File: src/rtl/booth_sched_pkg.sv
// Shared types and defaults for the Booth multiplier scheduler.
package booth_sched_pkg;

    typedef enum logic [1:0] {
        IDLE   = 2'd0,
        LAUNCH = 2'd1,
        BUSY   = 2'd2,
        RESP   = 2'd3
    } state_t;

    localparam int NB_DEF      = 32;
    localparam int NREQ_DEF    = 4;
    localparam int WDOG_MARGIN = 4;

endpackage

File: src/rtl/rr_arbiter.sv
// Round-robin arbiter: highest priority at ptr, then ptr+1, ... wrapping.
module rr_arbiter #(
    parameter  int NREQ = 4,
    localparam int IDW  = $clog2(NREQ)
) (
    input  logic [NREQ-1:0] req,
    input  logic [IDW-1:0]  ptr,
    input  logic            enable,
    output logic [NREQ-1:0] grant,
    output logic [IDW-1:0]  grant_idx,
    output logic            grant_valid
);

    logic [2*NREQ-1:0] req_dbl;
    logic [NREQ-1:0]   rot;
    logic [NREQ-1:0]   first;
    logic [2*NREQ-1:0] grant_dbl;
    logic [IDW-1:0]    idx_chain [NREQ+1];

    // Rotate requests so bit 0 is the requester at ptr, pick the lowest set bit,
    // then rotate the one-hot result back.
    assign req_dbl = {req, req};
    assign rot     = enable ? NREQ'(req_dbl >> ptr) : '0;

    assign first[0] = rot[0];
    for (genvar gi = 1; gi < NREQ; gi++) begin : g_first
        assign first[gi] = rot[gi] & ~(|rot[gi-1:0]);
    end

    assign grant_dbl   = {first, first} << ptr;
    assign grant       = grant_dbl[2*NREQ-1:NREQ];
    assign grant_valid = |first;

    assign idx_chain[0] = '0;
    for (genvar gi = 0; gi < NREQ; gi++) begin : g_enc
        assign idx_chain[gi+1] = idx_chain[gi] | (grant[gi] ? IDW'(gi) : '0);
    end
    assign grant_idx = idx_chain[NREQ];

endmodule

File: src/rtl/booth_mul_sched.sv
// Shares one sequential Booth multiplier among NREQ requesters, round-robin.
// Optional watchdog abort enabled by defining BOOTH_SCHED_WDOG_EN.
module booth_mul_sched
    import booth_sched_pkg::*;
#(
    parameter  int NB   = NB_DEF,
    parameter  int NREQ = NREQ_DEF,
    localparam int IDW  = $clog2(NREQ)
) (
    input  logic               clk,
    input  logic               rst,
    input  logic [NREQ-1:0]    req_valid,
    output logic [NREQ-1:0]    req_ready,
    input  logic [NREQ*NB-1:0] req_a,
    input  logic [NREQ*NB-1:0] req_b,
    output logic               resp_valid,
    input  logic               resp_ready,
    output logic [2*NB-1:0]    resp_product,
    output logic [IDW-1:0]     resp_id,
    output logic               resp_err,
    output logic               mul_start,
    output logic [NB-1:0]      mul_a,
    output logic [NB-1:0]      mul_b,
    input  logic [2*NB-1:0]    mul_product,
    input  logic               mul_ready
);

    state_t            state_reg, state_next;
    logic [NB-1:0]     a_q, b_q;
    logic [IDW-1:0]    id_q;
    logic [IDW-1:0]    ptr_reg;
    logic [2*NB-1:0]   product_reg;
    logic [NREQ-1:0]   grant;
    logic [IDW-1:0]    grant_idx;
    logic              grant_valid;
    logic              wdog_fire;
    logic [NB-1:0]     a_arr [NREQ];
    logic [NB-1:0]     b_arr [NREQ];

    for (genvar gi = 0; gi < NREQ; gi++) begin : g_unpack
        assign a_arr[gi] = req_a[gi*NB +: NB];
        assign b_arr[gi] = req_b[gi*NB +: NB];
    end

    rr_arbiter #(.NREQ(NREQ)) u_arb (
        .req         (req_valid),
        .ptr         (ptr_reg),
        .enable      (state_reg == IDLE),
        .grant       (grant),
        .grant_idx   (grant_idx),
        .grant_valid (grant_valid)
    );

    always_ff @(posedge clk) begin
        if (rst) begin
            state_reg <= IDLE;
        end else begin
            state_reg <= state_next;
        end
    end

    always_comb begin
        state_next = state_reg;
        case (state_reg)
            IDLE:    if (grant_valid) state_next = LAUNCH;
            LAUNCH:  state_next = BUSY;
            BUSY:    if (mul_ready || wdog_fire) state_next = RESP;
            RESP:    if (resp_ready) state_next = IDLE;
            default: state_next = IDLE;
        endcase
    end

    always_ff @(posedge clk) begin
        if (rst) begin
            a_q         <= '0;
            b_q         <= '0;
            id_q        <= '0;
            ptr_reg     <= '0;
            product_reg <= '0;
        end else begin
            if (state_reg == IDLE && grant_valid) begin
                a_q     <= a_arr[grant_idx];
                b_q     <= b_arr[grant_idx];
                id_q    <= grant_idx;
                ptr_reg <= (grant_idx == IDW'(NREQ-1)) ? '0 : grant_idx + 1'b1;
            end
            // mul_ready beats a same-cycle watchdog expiry
            if (state_reg == BUSY) begin
                if (mul_ready) begin
                    product_reg <= mul_product;
                end else if (wdog_fire) begin
                    product_reg <= '0;
                end
            end
        end
    end

`ifdef BOOTH_SCHED_WDOG_EN
    localparam int WDOG_LIMIT = NB/2 + WDOG_MARGIN;
    localparam int WDW        = $clog2(WDOG_LIMIT + 1);

    logic [WDW-1:0] wdog_cnt_reg;
    logic           err_reg;

    always_ff @(posedge clk) begin
        if (rst || state_reg != BUSY) begin
            wdog_cnt_reg <= '0;
        end else begin
            wdog_cnt_reg <= wdog_cnt_reg + 1'b1;
        end
    end

    // Fires on the BUSY cycle whose count reaches the limit.
    assign wdog_fire = (state_reg == BUSY) && (wdog_cnt_reg == WDW'(WDOG_LIMIT - 1));

    always_ff @(posedge clk) begin
        if (rst) begin
            err_reg <= 1'b0;
        end else if (state_reg == BUSY) begin
            if (mul_ready) begin
                err_reg <= 1'b0;
            end else if (wdog_fire) begin
                err_reg <= 1'b1;
            end
        end
    end

    assign resp_err = err_reg;
`else
    assign wdog_fire = 1'b0;
    assign resp_err  = 1'b0;
`endif

    assign req_ready    = grant;
    assign resp_valid   = (state_reg == RESP);
    assign resp_product = product_reg;
    assign resp_id      = id_q;
    assign mul_start    = (state_reg == LAUNCH);
    assign mul_a        = a_q;
    assign mul_b        = b_q;

endmodule

File: config.mk
export PLATFORM = sky130hd
export DESIGN_NAME = booth_mul_sched
export DESIGN_NICKNAME = d
export VERILOG_FILES = /design/src/rtl/booth_sched_pkg.sv /design/src/rtl/rr_arbiter.sv /design/src/rtl/booth_mul_sched.sv
export SDC_FILE = /design/constraint.sdc
export NUM_CORES = 1
export LEC_CHECK = 0
export ABC_CLOCK_PERIOD_IN_PS = 6200
export CAP_MARGIN = 10
export CELL_PAD_IN_SITES_DETAIL_PLACEMENT = 2
export CELL_PAD_IN_SITES_GLOBAL_PLACEMENT = 2
export CORE_MARGIN = 5
export CORE_UTILIZATION = 20
export DETAILED_ROUTE_END_ITERATION = 16
export MAX_ROUTING_LAYER = met4
export PLACE_DENSITY = 0.87
export REMOVE_ABC_BUFFERS = 1
export SYNTH_ARGS = -nofsm -noshare
export SYNTH_HDL_FRONTEND = slang
export SYNTH_SLANG_ARGS = --single-unit
File: constraint.sdc
create_clock -name clk -period 6.2 [get_ports clk]
set_clock_uncertainty 0.2 [all_clocks]
set_input_delay 0.93 -clock clk [delete_from_list [all_inputs] [get_ports clk]]
set_output_delay 0.93 -clock clk [all_outputs]
set_load 0.02 [all_outputs]
==> key figures, run 1 <==
Setup path
  – Critical Path RT: 5.07 ns
  – Crit start category: input pin
  – CP most frequent cell: clkdlybuf4s50_1
  – Buf/Inv on CP: 2
  – Slowest-stage cell, CP: clkdlybuf4s50_1
  – Arr. time, crit path: 3.52 ns
  – Flop2flop setup slack: 2.58 ns
  – Critical-path cell list: clkdlybuf4s50_1, mux4_2, nand2_1, nand3_1, o21ai_0, a21oi_1, o22ai_1, clkdlybuf4s50_1
  – Worst path max stage delay: 0.64 ns
  – Crit path max-delay family: buffers and inverters
  – Max FO, Critical Path: 10
  – Worst setup EP type: primary output
  – Setup CP Type: in -> out

Global route
  – First-pass GRT wire length: 51000 um
  – Initial antenna violation count: 1
  – Largest net degree at the start of global routing: 72
  – Total gr overflow: 0
  – All-Layer GR Usage: 19.0%
  – Vias in the first global route: 8404

Yosys
  – Most common cell in the synthesized netlist: nand2_1
  – Synth cell types: 39
  – Ys async rst share: 0%
  – Biggest area consumer among synthesized cells: dfxtp_1
  – Post-synth EDFFs: 0
  – Syn_area_per_cell: 8.89 um2
  – Post-Syn Instances: 735
  – Commonest cells post-synth: nand2_1, mux2i_1, dfxtp_1, a21oi_1, o221ai_1
  – Syn Std Cell Area: 6540 um2
  – Share of the synthesized area in the top cell type: 41.0%
  – Post-synthesis sequential area ratio: 41.0%
  – Top_reg_cell synth: dfxtp_1
  – Yosys reg bits: 134
  – YS warnings: 0
  – Largest cells by area after synthesis: dfxtp_1, mux2i_1, nand2_1, o221ai_1, a21oi_1

Final layout
  – Final Instance Area: 12000 um2
  – Fin cells: 1618
  – Fillers: 3566
  – Max reg flops: 64
  – Nets: 1496
  – Synth-to-layout area growth: 84.3%
  – Ratio of cells with drive above 1 in the final layout: 4.43%

Power
  – Clock network fraction of total power: 19.6%
  – NetSw: 0.00217 W
  – Worst VDD drop: 300 uV
  – PwrDens: 434 nW/um2
  – Sw Ratio: 41.6%
  – Comb pwr share: 55.6%
  – Internal power: 0.00305 W
  – Flop pwr share: 24.8%
  – Lkg Pwr: 4.30 nW

Clock tree
  – Post-CTS setup buffers: 0
  – Post-CTS Hold Buffers: 0
  – H-tree depth: 4
  – Root Driver: clkbuf_16
  – Worst-Skew Late Latency: 0.43 ns
  – Clock Pin Slew Worst Setup and Hold Paths: 0.06 ns
  – CTS buffer count: 17
  – Post-CTS resize count: 0
  – Clock buffer depth: 2
  – CTS tree: yes
  – Num Clock Sinks: 134

Die
  – Starting density of the core: 20.2%
  – Area of the die: 36400 um2
  – Core area: 32400 um2
  – I/O Pins: 465
  – Die Ht: 191 um
  – Floorplan row count: 66
  – Die W: 191 um

Placed design
  – HPWL Detailed: 27300 um
  – Setup WS pre-CTS: 1.57 ns
  – Routability cong.: 0.820
  – DP Area: 11500 um2
  – PortBufs: 463
  – Placed cells: 1586

Route
  – Wire per inst: 21.7 um
  – Final wirelength: 35100 um
  – Iter 0 DRT Violations: 180
  – Total iterations of the first detailed-routing run: 4
  – Post-route ant nets: 0
  – Via/cell ratio: 4.61
  – Vias: 7457
  – DR DRC count: 0

STA
  – Final worst slack: 1.55 ns
  – Max transition margin: 38.1%
  – Endpoints failing setup: 0
  – Worst hold slack: 0.256 ns
  – Crit share post-route: 74.9%
  – Pins Over Slew Limit: 0
  – RSZ-0062 raised after global routing: no
  – Fmax: 215 MHz
  – Final min period: 4.65 ns
  – Fin. Hold Viols: 0
  – Worst-Margin Slew: 0.928 ns

Flow run
  – Max cap viols: 0

Status
  – Status: finished clean

Min path
  – Tightest Hold Check Type: reg -> reg
-- stage by stage --
step           utilization, %  power [W]  TNS (ns)
4_1_cts                  37.2    0.00532         0
6_report                 37.2    0.00523         0
2_1_floorplan               -    0.00321     -9.48
3_5_place_dp             35.4    0.00426         0
3_3_place_gp             35.4    0.00415         0
5_1_grt                  37.2    0.00554         0
-- cell usage in the layout (no fill, tap or decap), types with 2 or more instances in the layout --
cell	instances
clkinv_2	2
nor3_1	3
o21ai_0	4
buf_4	9
a21oi_1	72
nand2_1	203
clkinvlp_4	4
mux2i_1	137
bufinv_16	2
mux4_2	2
nand3_1	2
clkbuf_16	17
dfxtp_1	134
clkinv_4	3
o221ai_1	65
ha_1	5
clkdlybuf4s50_1	462
inv_1	7
inv_6	3
nand2b_1	4
nand2_2	2
nor4_1	2
nor2_1	6
-- metal layers --
layer	up-vias	routed length (um)	global-route usage, %
li1	3472	-	-
met1	3622	12400	18.4
met2	324	18100	33.5
met3	39	3910	9.28
met4	0	712	5.44
met5	-	0	-
-- final timing paths --
| path | cells past startpoint | end | start |
|---|---|---|---|
| worst min register to register | 2 | resp_product[55] | resp_product[55] |
| worst min-delay path | 2 | resp_product[55] | resp_product[55] |
| worst max register to register | 9 | mul_a[18] | state_reg[0] |
| worst max-delay path | 8 | req_ready[0] | req_valid[0] |
-- power groups by stage --
stage          clock (W)  sequential (W)  combinational (W)
4_1_cts          0.00107         0.00130            0.00296
3_5_place_dp           0         0.00132            0.00294
6_report         0.00103         0.00130            0.00290
2_1_floorplan          0         0.00157            0.00164
5_1_grt          0.00111         0.00133            0.00310
3_3_place_gp           0         0.00129            0.00286
-- worst min-delay path, stage by stage, from the launching register on --
cell,delay (ns)
dfxtp_1,0.31
nand2_1,0.05
a21oi_1,0.05
-- cell families (layout without fill, tap and decap cells) --
| group | Yosys count | count (layout) | synth area share [%] |
|---|---|---|---|
| AOI/OAI and AO/OA | 154 | 154 | 16.4 |
| xor gates and xnor gates | 1 | 1 | 0.134 |
| adders and majority gates | 5 | 5 | 0.957 |
| buffers and inverters | 71 | 511 | 5.86 |
| DFF | 134 | 134 | 41.0 |
| muxes | 139 | 139 | 21.7 |
| other | 1 | 2 | 0.0574 |
| and+or+nand+nor | 230 | 230 | 13.9 |
-- final cells by class --
type	count	area [um2]	area share (%)
diodes	1	2.50	0.0208
inverters	7	26.3	0.218
well taps	442	553	4.59
flip-flops and latches	134	2680	22.3
clock inverters	14	153	1.27
repair buffers	473	4720	39.2
multi-input cells	530	3490	28.9
clock buffers	17	425	3.53
(Power assumes the default switching activity.)
==> inputs of run 2 (changes only) <==
--- a/config.mk
+++ b/config.mk
@@ -5,15 +5,15 @@
 export SDC_FILE = /design/constraint.sdc
 export NUM_CORES = 1
 export LEC_CHECK = 0
-export ABC_CLOCK_PERIOD_IN_PS = 6200
+export ABC_CLOCK_PERIOD_IN_PS = 4100
 export CAP_MARGIN = 10
 export CELL_PAD_IN_SITES_DETAIL_PLACEMENT = 2
 export CELL_PAD_IN_SITES_GLOBAL_PLACEMENT = 2
 export CORE_MARGIN = 5
-export CORE_UTILIZATION = 20
+export CORE_UTILIZATION = 16
 export DETAILED_ROUTE_END_ITERATION = 16
 export MAX_ROUTING_LAYER = met4
-export PLACE_DENSITY = 0.87
+export PLACE_DENSITY = 0.74
 export REMOVE_ABC_BUFFERS = 1
 export SYNTH_ARGS = -nofsm -noshare
 export SYNTH_HDL_FRONTEND = slang
==> constraint.sdc (replaced) <==
create_clock -name clk -period 4.1 [get_ports clk]
set_clock_uncertainty 0.2 [all_clocks]
set_input_delay 0.615 -clock clk [delete_from_list [all_inputs] [get_ports clk]]
set_output_delay 0.615 -clock clk [all_outputs]
set_load 0.02 [all_outputs]
==> run 2 against run 1 <==
  * Cell area rose by 3.9%
  * Combinational power up 63%
  * Cell count is 7.6% higher
  * Global-route usage is 2.8 points lower
  * Flip-flop and latch count unchanged
  * Critical path depth down 1
  * Via count is 0.58% higher
  * Utilization shrank 6.4 points
  * Critical endpoint is now req_ready[2]
  * Critical path type unchanged
  * Register-to-register slack got worse by 1.8 ns
  * Highest routed layer unchanged
==> key figures, run 2 (synthesis results as in run 1) <==
Status
  – Status: finished clean

Global route
  – Initial antenna violation count: 6 (+5)
  – Largest net degree at the start of global routing: 68 (-5.6%)
  – Met2 global-route usage: 28.0% (-5.5 points)
  – Grt met1 use: 16.4% (-2.1 points)
  – All-Layer GR Usage: 16.2% (-2.8 points)
  – M3 GR Usage: 7.57% (-1.7 points)
  – Vias in the first global route: 8596 (+2.3%)
  – Total gr overflow: 0 (unchanged)
  – GRT Max-Usage Layer: met2
  – First-pass GRT wire length: 53000 um (+3.9%)

Route
  – Via/cell ratio: 4.31 (-6.5%)
  – Post-route ant nets: 0 (unchanged)
  – Total iterations of the first detailed-routing run: 4 (unchanged)
  – Wire per inst: 21.2 um (-2.5%)
  – Iter 0 DRT Violations: 224 (+24%)
  – DR DRC count: 0 (unchanged)
  – Vias: 7500 (+0.58%)
  – Final wirelength: 36800 um (+4.9%)

Setup path
  – Flop2flop setup slack: 0.78 ns (-1.80 ns)
  – Worst path max stage delay: 0.66 ns (+0.02 ns)
  – Worst setup EP type: primary output
  – Arr. time, crit path: 3.06 ns (-0.46 ns)
  – Critical Path RT: 3.28 ns (-1.79 ns)
  – Slowest-stage cell, CP: clkdlybuf4s50_1
  – Buf/Inv on CP: 2 (unchanged)
  – Setup CP Type: in -> out
  – CP Depth: 7 (-1)
  – Critical-path cell list: clkdlybuf4s50_1, mux4_2, nand2_1, nand2b_1, o31a_1, o32ai_1, clkdlybuf4s50_1
  – CP most frequent cell: clkdlybuf4s50_1
  – Crit path max-delay family: buffers and inverters
  – Origin of the critical flop-to-flop path: state_reg[0]
  – Crit start category: input pin
  – R2R cell count: 9 (unchanged)
  – Max FO, Critical Path: 9 (-1)
  – Reg2reg end: mul_a[18]

Clock tree
  – Root Driver: clkbuf_16
  – Num Clock Sinks: 134 (unchanged)
  – CTS buffer count: 17 (unchanged)
  – H-tree depth: 4 (unchanged)
  – CTS tree: yes
  – Worst-Skew Late Latency: 0.44 ns (about the same)
  – Clock Pin Slew Worst Setup and Hold Paths: 0.06 ns (about the same)
  – Post-CTS setup buffers: 0 (unchanged)
  – Clock buffer depth: 2 (unchanged)

Die
  – Area of the die: 45000 um2 (+24%)
  – I/O Pins: 465 (unchanged)
  – Die Ht: 212 um (+11%)
  – Floorplan row count: 74 (+12%)
  – Starting density of the core: 16.1% (-4.1 points)
  – Core area: 40600 um2 (+26%)
  – Die W: 212 um (+11%)

STA
  – Max transition margin: 39.1% (+0.97 points)
  – Final worst slack: 0.225 ns (-1.33 ns)
  – Worst-Margin Slew: 0.911 ns (-0.0178 ns)
  – Fmax: 258 MHz
  – Final min period: 3.87 ns
  – Pins Over Slew Limit: 0 (unchanged)
  – RSZ-0062 raised after global routing: no
  – Endpoints failing setup: 0 (unchanged)
  – Crit share post-route: 94.5%
  – Fin. Hold Viols: 0 (unchanged)

Flow run
  – Max cap viols: 0 (unchanged)

Min path
  – Hold EP: resp_product[3]
  – Tightest Hold Check Type: in -> reg
  – Hold Path Cell Cnt: 2 (unchanged)
  – Min-delay src: rst

Final layout
  – Util after Layout: 30.8% (-6.4 points)
  – Max reg flops: 64 (unchanged)
  – Synth-to-layout area growth: 91.6%
  – Commonest non-fill, non-tap cells in the layout: clkdlybuf4s50_1, nand2_1, mux2i_1
  – Fillers: 4560 (+28%)
  – Ratio of cells with drive above 1 in the final layout: 6.98% (+2.6 points)
  – Commonest non-fill, non-tap cell in the layout: clkdlybuf4s50_1
  – Nets: 1524 (+1.9%)

Power
  – PwrDens: 663 nW/um2 (+53%)
  – Worst VDD drop: 334 uV (+11%)
  – Lkg Pwr: 4.50 nW (+4.5%)

Placed design
  – PortBufs: 463 (unchanged)
  – HPWL Detailed: 29500 um (+7.8%)
  – Setup WS pre-CTS: 0.180 ns (-1.39 ns)
  – Routability cong.: 0.808 (-1.5%)
[run 2: cell count changes in the layout (fill, tap and decap cells not counted), sizes merged]
cell	delta
clkinvlp	-1
inv	-1
clkinv	+1
clkbuf	+1
bufinv	+1
buf	+28
diode	+4
[run 2: power breakdown]
group,internal (W),switching [W],total [W]
Sequential,0.00170,0.000240,0.00194
Combinational,0.00228,0.00245,0.00473
Clock,0.000961,0.000667,0.00163
[run 2: final cells by class]
| cell class | count | area [um2] | share of cell area [%] |
|---|---|---|---|
| inverters | 7 | 26.3 | 0.210 |
| flip-flops and latches | 134 | 2680 | 21.4 |
| multi-input cells | 530 | 3500 | 27.9 |
| diodes | 5 | 12.5 | 0.0999 |
| repair buffers | 501 | 5030 | 40.2 |
| clock inverters | 14 | 175 | 1.40 |
| clock buffers | 18 | 429 | 3.43 |
| well taps | 532 | 666 | 5.32 |
[run 2: metal layers]
metal  vias up  share of wire, %
met1      3625                37
li1       3537                 -
met4         0               1.5
met3        24                11
met2       314                50
met5         -                 0
[run 2: per-stage QoR]
stage | instances | hold WS (ns) | TNS [ns] | power (W) | instance area (um2)
after floorplan | 671 | 0.307 | -138.33 | 0.00430 | 6180
after global placement | 1704 | 0.242 | 0 | 0.00666 | 11900
after detailed placement | 1704 | 0.250 | 0 | 0.00677 | 11900
after CTS | 1736 | 0.202 | 0 | 0.00847 | 12500
after global routing | 1741 | 0.236 | 0 | 0.00881 | 12500
final | 1741 | 0.241 | 0 | 0.00830 | 12500
[run 2: worst register-to-register path, delay by kind of cell, from the launching register on]
kind / cells / cell delay, ns
and+or+nand+nor: 1 / 0.18
muxes: 1 / 0.34
adders and majority gates: 1 / 0.37
DFF: 1 / 0.34
AOI/OAI and AO/OA: 4 / 1.31
buffers and inverters: 2 / 0.45
[run 2: worst max path at each step]
stage                     slack (ns)            to         start
after floorplan                -2.10      mul_a[0]    ptr_reg[0]
after global placement          0.25  req_ready[0]  req_valid[2]
after detailed placement        0.18     mul_a[18]  req_valid[2]
after CTS                        0.1  req_ready[2]  state_reg[0]
after global routing            0.10  req_ready[0]  req_valid[2]
final                           0.23  req_ready[2]  req_valid[2]
[run 2: timing repair]
action,4_1_cts,5_1_grt
hold buffers,0,0
endpoints found under the setup margin,0,3
resized for setup,0,4
==> inputs of run 3 (changes only) <==
--- a/config.mk
+++ b/config.mk
@@ -5,6 +5,7 @@
 export SDC_FILE = /design/constraint.sdc
 export NUM_CORES = 1
 export LEC_CHECK = 0
+export ABC_AREA = 1
 export ABC_CLOCK_PERIOD_IN_PS = 4100
 export CAP_MARGIN = 10
 export CELL_PAD_IN_SITES_DETAIL_PLACEMENT = 2
@@ -13,8 +14,9 @@
 export CORE_UTILIZATION = 16
 export DETAILED_ROUTE_END_ITERATION = 16
 export MAX_ROUTING_LAYER = met4
-export PLACE_DENSITY = 0.74
+export PLACE_DENSITY = 0.75
 export REMOVE_ABC_BUFFERS = 1
+export SKIP_LAST_GASP = 1
 export SYNTH_ARGS = -nofsm -noshare
 export SYNTH_HDL_FRONTEND = slang
 export SYNTH_SLANG_ARGS = --single-unit
==> run 3 against run 2 <==
  * Global-route usage decreased by 0.22 points
  * Total power grew 40%
  * Largest cell class unchanged
  * Via count up 40%
  * Combinational power rose by 71%
  * Flip-flop and latch count is the same
  * Register-to-register slack better by 0.21 ns
  * Non-clock buffer count is 13 lower
  * First-iteration DRC count is 13% higher
==> key figures, run 3 <==
Die
  – I/O Pins: 465 (unchanged)
  – Die W: 234 um (+10%)
  – Core area: 50000 um2 (+23%)
  – Die Ht: 234 um (+10%)
  – Area of the die: 54800 um2 (+22%)
  – Floorplan row count: 82 (+11%)
  – Starting density of the core: 16.1% (about the same)

Flow run
  – Max cap viols: 0 (unchanged)

Yosys
  – Largest cells by area after synthesis: dfxtp_1, nand2_1, nor2_1, nand4_1, o21ai_0
  – Top_reg_cell synth: dfxtp_1
  – Yosys reg bits: 134 (unchanged)
  – Ys async rst share: 0% (unchanged)
  – Syn_area_per_cell: 5.89 um2 (-34%)
  – Largest family of logic cells by synthesized area: simple AND/OR/NAND/NOR gates
  – Post-synthesis xor/xnor area fraction: 0% (-0.13 points)
  – Share of the synthesized area in the top cell type: 33.4% (-7.7 points)
  – Biggest area consumer among synthesized cells: dfxtp_1
  – Syn Std Cell Area: 8040 um2 (+23%)
  – Adder-Cell Fraction of Synth Area: 0.778% (-0.18 points)
  – YS warnings: 0 (unchanged)
  – Post-synthesis sequential area ratio: 33.4% (-7.7 points)
  – Most common cell in the synthesized netlist: nand2_1
  – Commonest cells post-synth: nand2_1, nor2_1, dfxtp_1, o21ai_0, nand4_1
  – Mux cell area share after synthesis: 0% (-22 points)
  – Post-Syn Instances: 1365 (+86%)
  – Post-synth EDFFs: 0 (unchanged)
  – Compound-Gate Fraction of Synth Area: 8.65% (-7.7 points)
  – Simple-Gate Fraction of Synth Area: 46.4% (+32 points)
  – Synth cell types: 24 (-38%)

Route
  – Wire per inst: 17.9 um (-15%)
  – Total iterations of the first detailed-routing run: 4 (unchanged)
  – Vias: 10498 (+40%)
  – Post-route ant nets: 0 (unchanged)
  – DR DRC count: 0 (unchanged)
  – Iter 0 DRT Violations: 252 (+13%)
  – Final wirelength: 44000 um (+19%)
  – Via/cell ratio: 4.28 (-0.74%)

STA
  – Worst-Margin Slew: 0.878 ns (-0.0325 ns)
  – Fmax: 267 MHz (+3.3%)
  – RSZ-0062 raised after global routing: no
  – Endpoints failing setup: 0 (unchanged)
  – Worst hold slack: 0.284 ns (+0.0433 ns)
  – Final min period: 3.75 ns (-0.124 ns)
  – Max transition margin: 41.5% (+2.4 points)
  – Crit share post-route: 91.5% (-3.0 points)
  – Fin. Hold Viols: 0 (unchanged)
  – Pins Over Slew Limit: 0 (unchanged)

Final layout
  – Commonest non-fill, non-tap cell in the layout: clkdlybuf4s50_1
  – Area of the multi-input gates: 4530 um2 (+30%)
  – Max reg flops: 64 (unchanged)
  – Nets: 2091 (+37%)
  – Ratio of cells with drive above 1 in the final layout: 4.12% (-2.9 points)
  – Synth-to-layout area growth: 73.1%
  – Commonest non-fill, non-tap cells in the layout: clkdlybuf4s50_1, nand2_1, nor2_1
  – FF+latch area: 2680 um2 (about the same)
  – Fillers: 6034 (+32%)
  – Fin cells: 2455 (+41%)

Clock tree
  – Clock buffer depth: 2 (unchanged)
  – Num Clock Sinks: 134 (unchanged)
  – Root Driver: clkbuf_16
  – CTS tree: yes
  – Clock Pin Slew Worst Setup and Hold Paths: 0.07 ns (about the same)
  – Post-CTS setup buffers: 0 (unchanged)
  – Worst-Skew Late Latency: 0.46 ns (+0.02 ns)
  – H-tree depth: 4 (unchanged)
  – Post-CTS resize count: 0 (unchanged)
  – CTS buffer count: 17 (unchanged)
  – Post-CTS Hold Buffers: 0 (unchanged)

Setup path
  – CP most frequent cell: nand2_1
  – Critical path origin: ptr_reg[0]
  – Crit start category: register
  – Max FO, Critical Path: 10 (+1)
  – Critical Path RT: 3.28 ns (about the same)
  – R2R cell count: 13 (+4)
  – Critical-path cell list: inv_4, nand2_1, nand3_1, nand3_2, nand2_1, inv_2, nand3_1, nand2_1, nor2_1, a31oi_1, clkdlybuf4s50_1
  – Flop2flop setup slack: 0.99 ns (+0.21 ns)
  – Worst setup EP type: primary output
  – Setup CP Type: reg -> out
  – Origin of the critical flop-to-flop path: ptr_reg[0]
  – Worst path max stage delay: 0.64 ns (-0.02 ns)
  – Slowest-stage cell, CP: clkdlybuf4s50_1
  – Reg2reg end: mul_b[14]
  – Arr. time, crit path: 2.94 ns (-0.12 ns)

Placed design
  – PortBufs: 463 (unchanged)
  – HPWL Detailed: 33800 um (+15%)
  – Placed cells: 2411 (+41%)
  – Routability cong.: 0.803 (-0.59%)

Global route
  – Largest net degree at the start of global routing: 110 (+62%)
  – Grt met1 use: 17.4% (+1.1 points)
  – M3 GR Usage: 6.99% (-0.58 points)
  – All-Layer GR Usage: 15.9% (-0.22 points)
  – Vias in the first global route: 11565 (+35%)
  – Met2 global-route usage: 26.3% (-1.7 points)
  – Total gr overflow: 0 (unchanged)
  – First-pass GRT wire length: 65900 um (+24%)
  – GRT Max-Usage Layer: met2
  – Initial antenna violation count: 11 (+5)

Min path
  – Min-delay src: resp_product[50]
  – Hold Path Cell Cnt: 2 (unchanged)
  – Tightest Hold Check Type: reg -> reg
  – Hold EP: resp_product[50]

Power
  – Worst VDD drop: 617 uV (+85%)
  – Lkg Pwr: 6.09 nW (+35%)
  – PwrDens: 833 nW/um2 (+26%)
  – Pwr Total: 0.0116 W (+40%)

Status
  – Status: finished clean
-- run 3: worst max-delay path by stage --
stage,end,cells after the start
after floorplan,mul_a[0],11
after global placement,req_ready[1],10
after detailed placement,req_ready[0],11
after CTS,req_ready[0],11
after global routing,req_ready[0],11
final,req_ready[0],11
-- run 3: area by class of cell --
cell class	instances	share of cell area (%)
multi-input cells	1037	32.6
inverters	80	2.20
flip-flops and latches	134	19.3
clock inverters	15	1.09
clock buffers	17	3.06
repair buffers	488	35.6
diodes	12	0.216
well taps	672	6.04
-- run 3: kinds of logic (layout without fill, tap and decap cells) --
kind of cell             after synthesis  in the layout
other                                  1             13
adder cells (fa/ha/maj)                5              5
AO/OA/AOI/OAI                        138            138
AND/OR/NAND/NOR                      893            893
flip-flops                           134            134
buffers and inverters                194            600
-- run 3: metal layers --
metal  routed length (um)  vias to the layer above
li1                     -                     5155
met2                20500                      351
met3                 4480                       48
met1                18100                     4944
met5                    0                        -
met4                  934                        0
-- run 3: critical path: cells and delay by family (launching register included) --
kind / cells / cell delay (ns)
AO/OA/AOI/OAI: 1 / 0.20
buffers and inverters: 3 / 0.86
AND/OR/NAND/NOR: 7 / 0.78
flip-flops: 1 / 0.61
-- run 3: power breakdown --
part           internal [W]  leakage (nW)  switching, W
registers           0.00171          1.10      0.000210
logic               0.00294          4.71       0.00517
clock network      0.000807         0.277      0.000747
-- run 3: metrics by stage --
stage | instance area, um2 | setup slack [ns] | setup TNS (ns) | util [%]
2_1_floorplan | 7480 | -1.70 | -112.22 | -
3_3_place_gp | 13300 | 0.554 | 0 | 26.6
3_5_place_dp | 13300 | 0.466 | 0 | 26.6
4_1_cts | 13900 | 0.279 | 0 | 27.8
5_1_grt | 13900 | 0.146 | 0 | 27.8
6_report | 13900 | 0.350 | 0 | 27.8
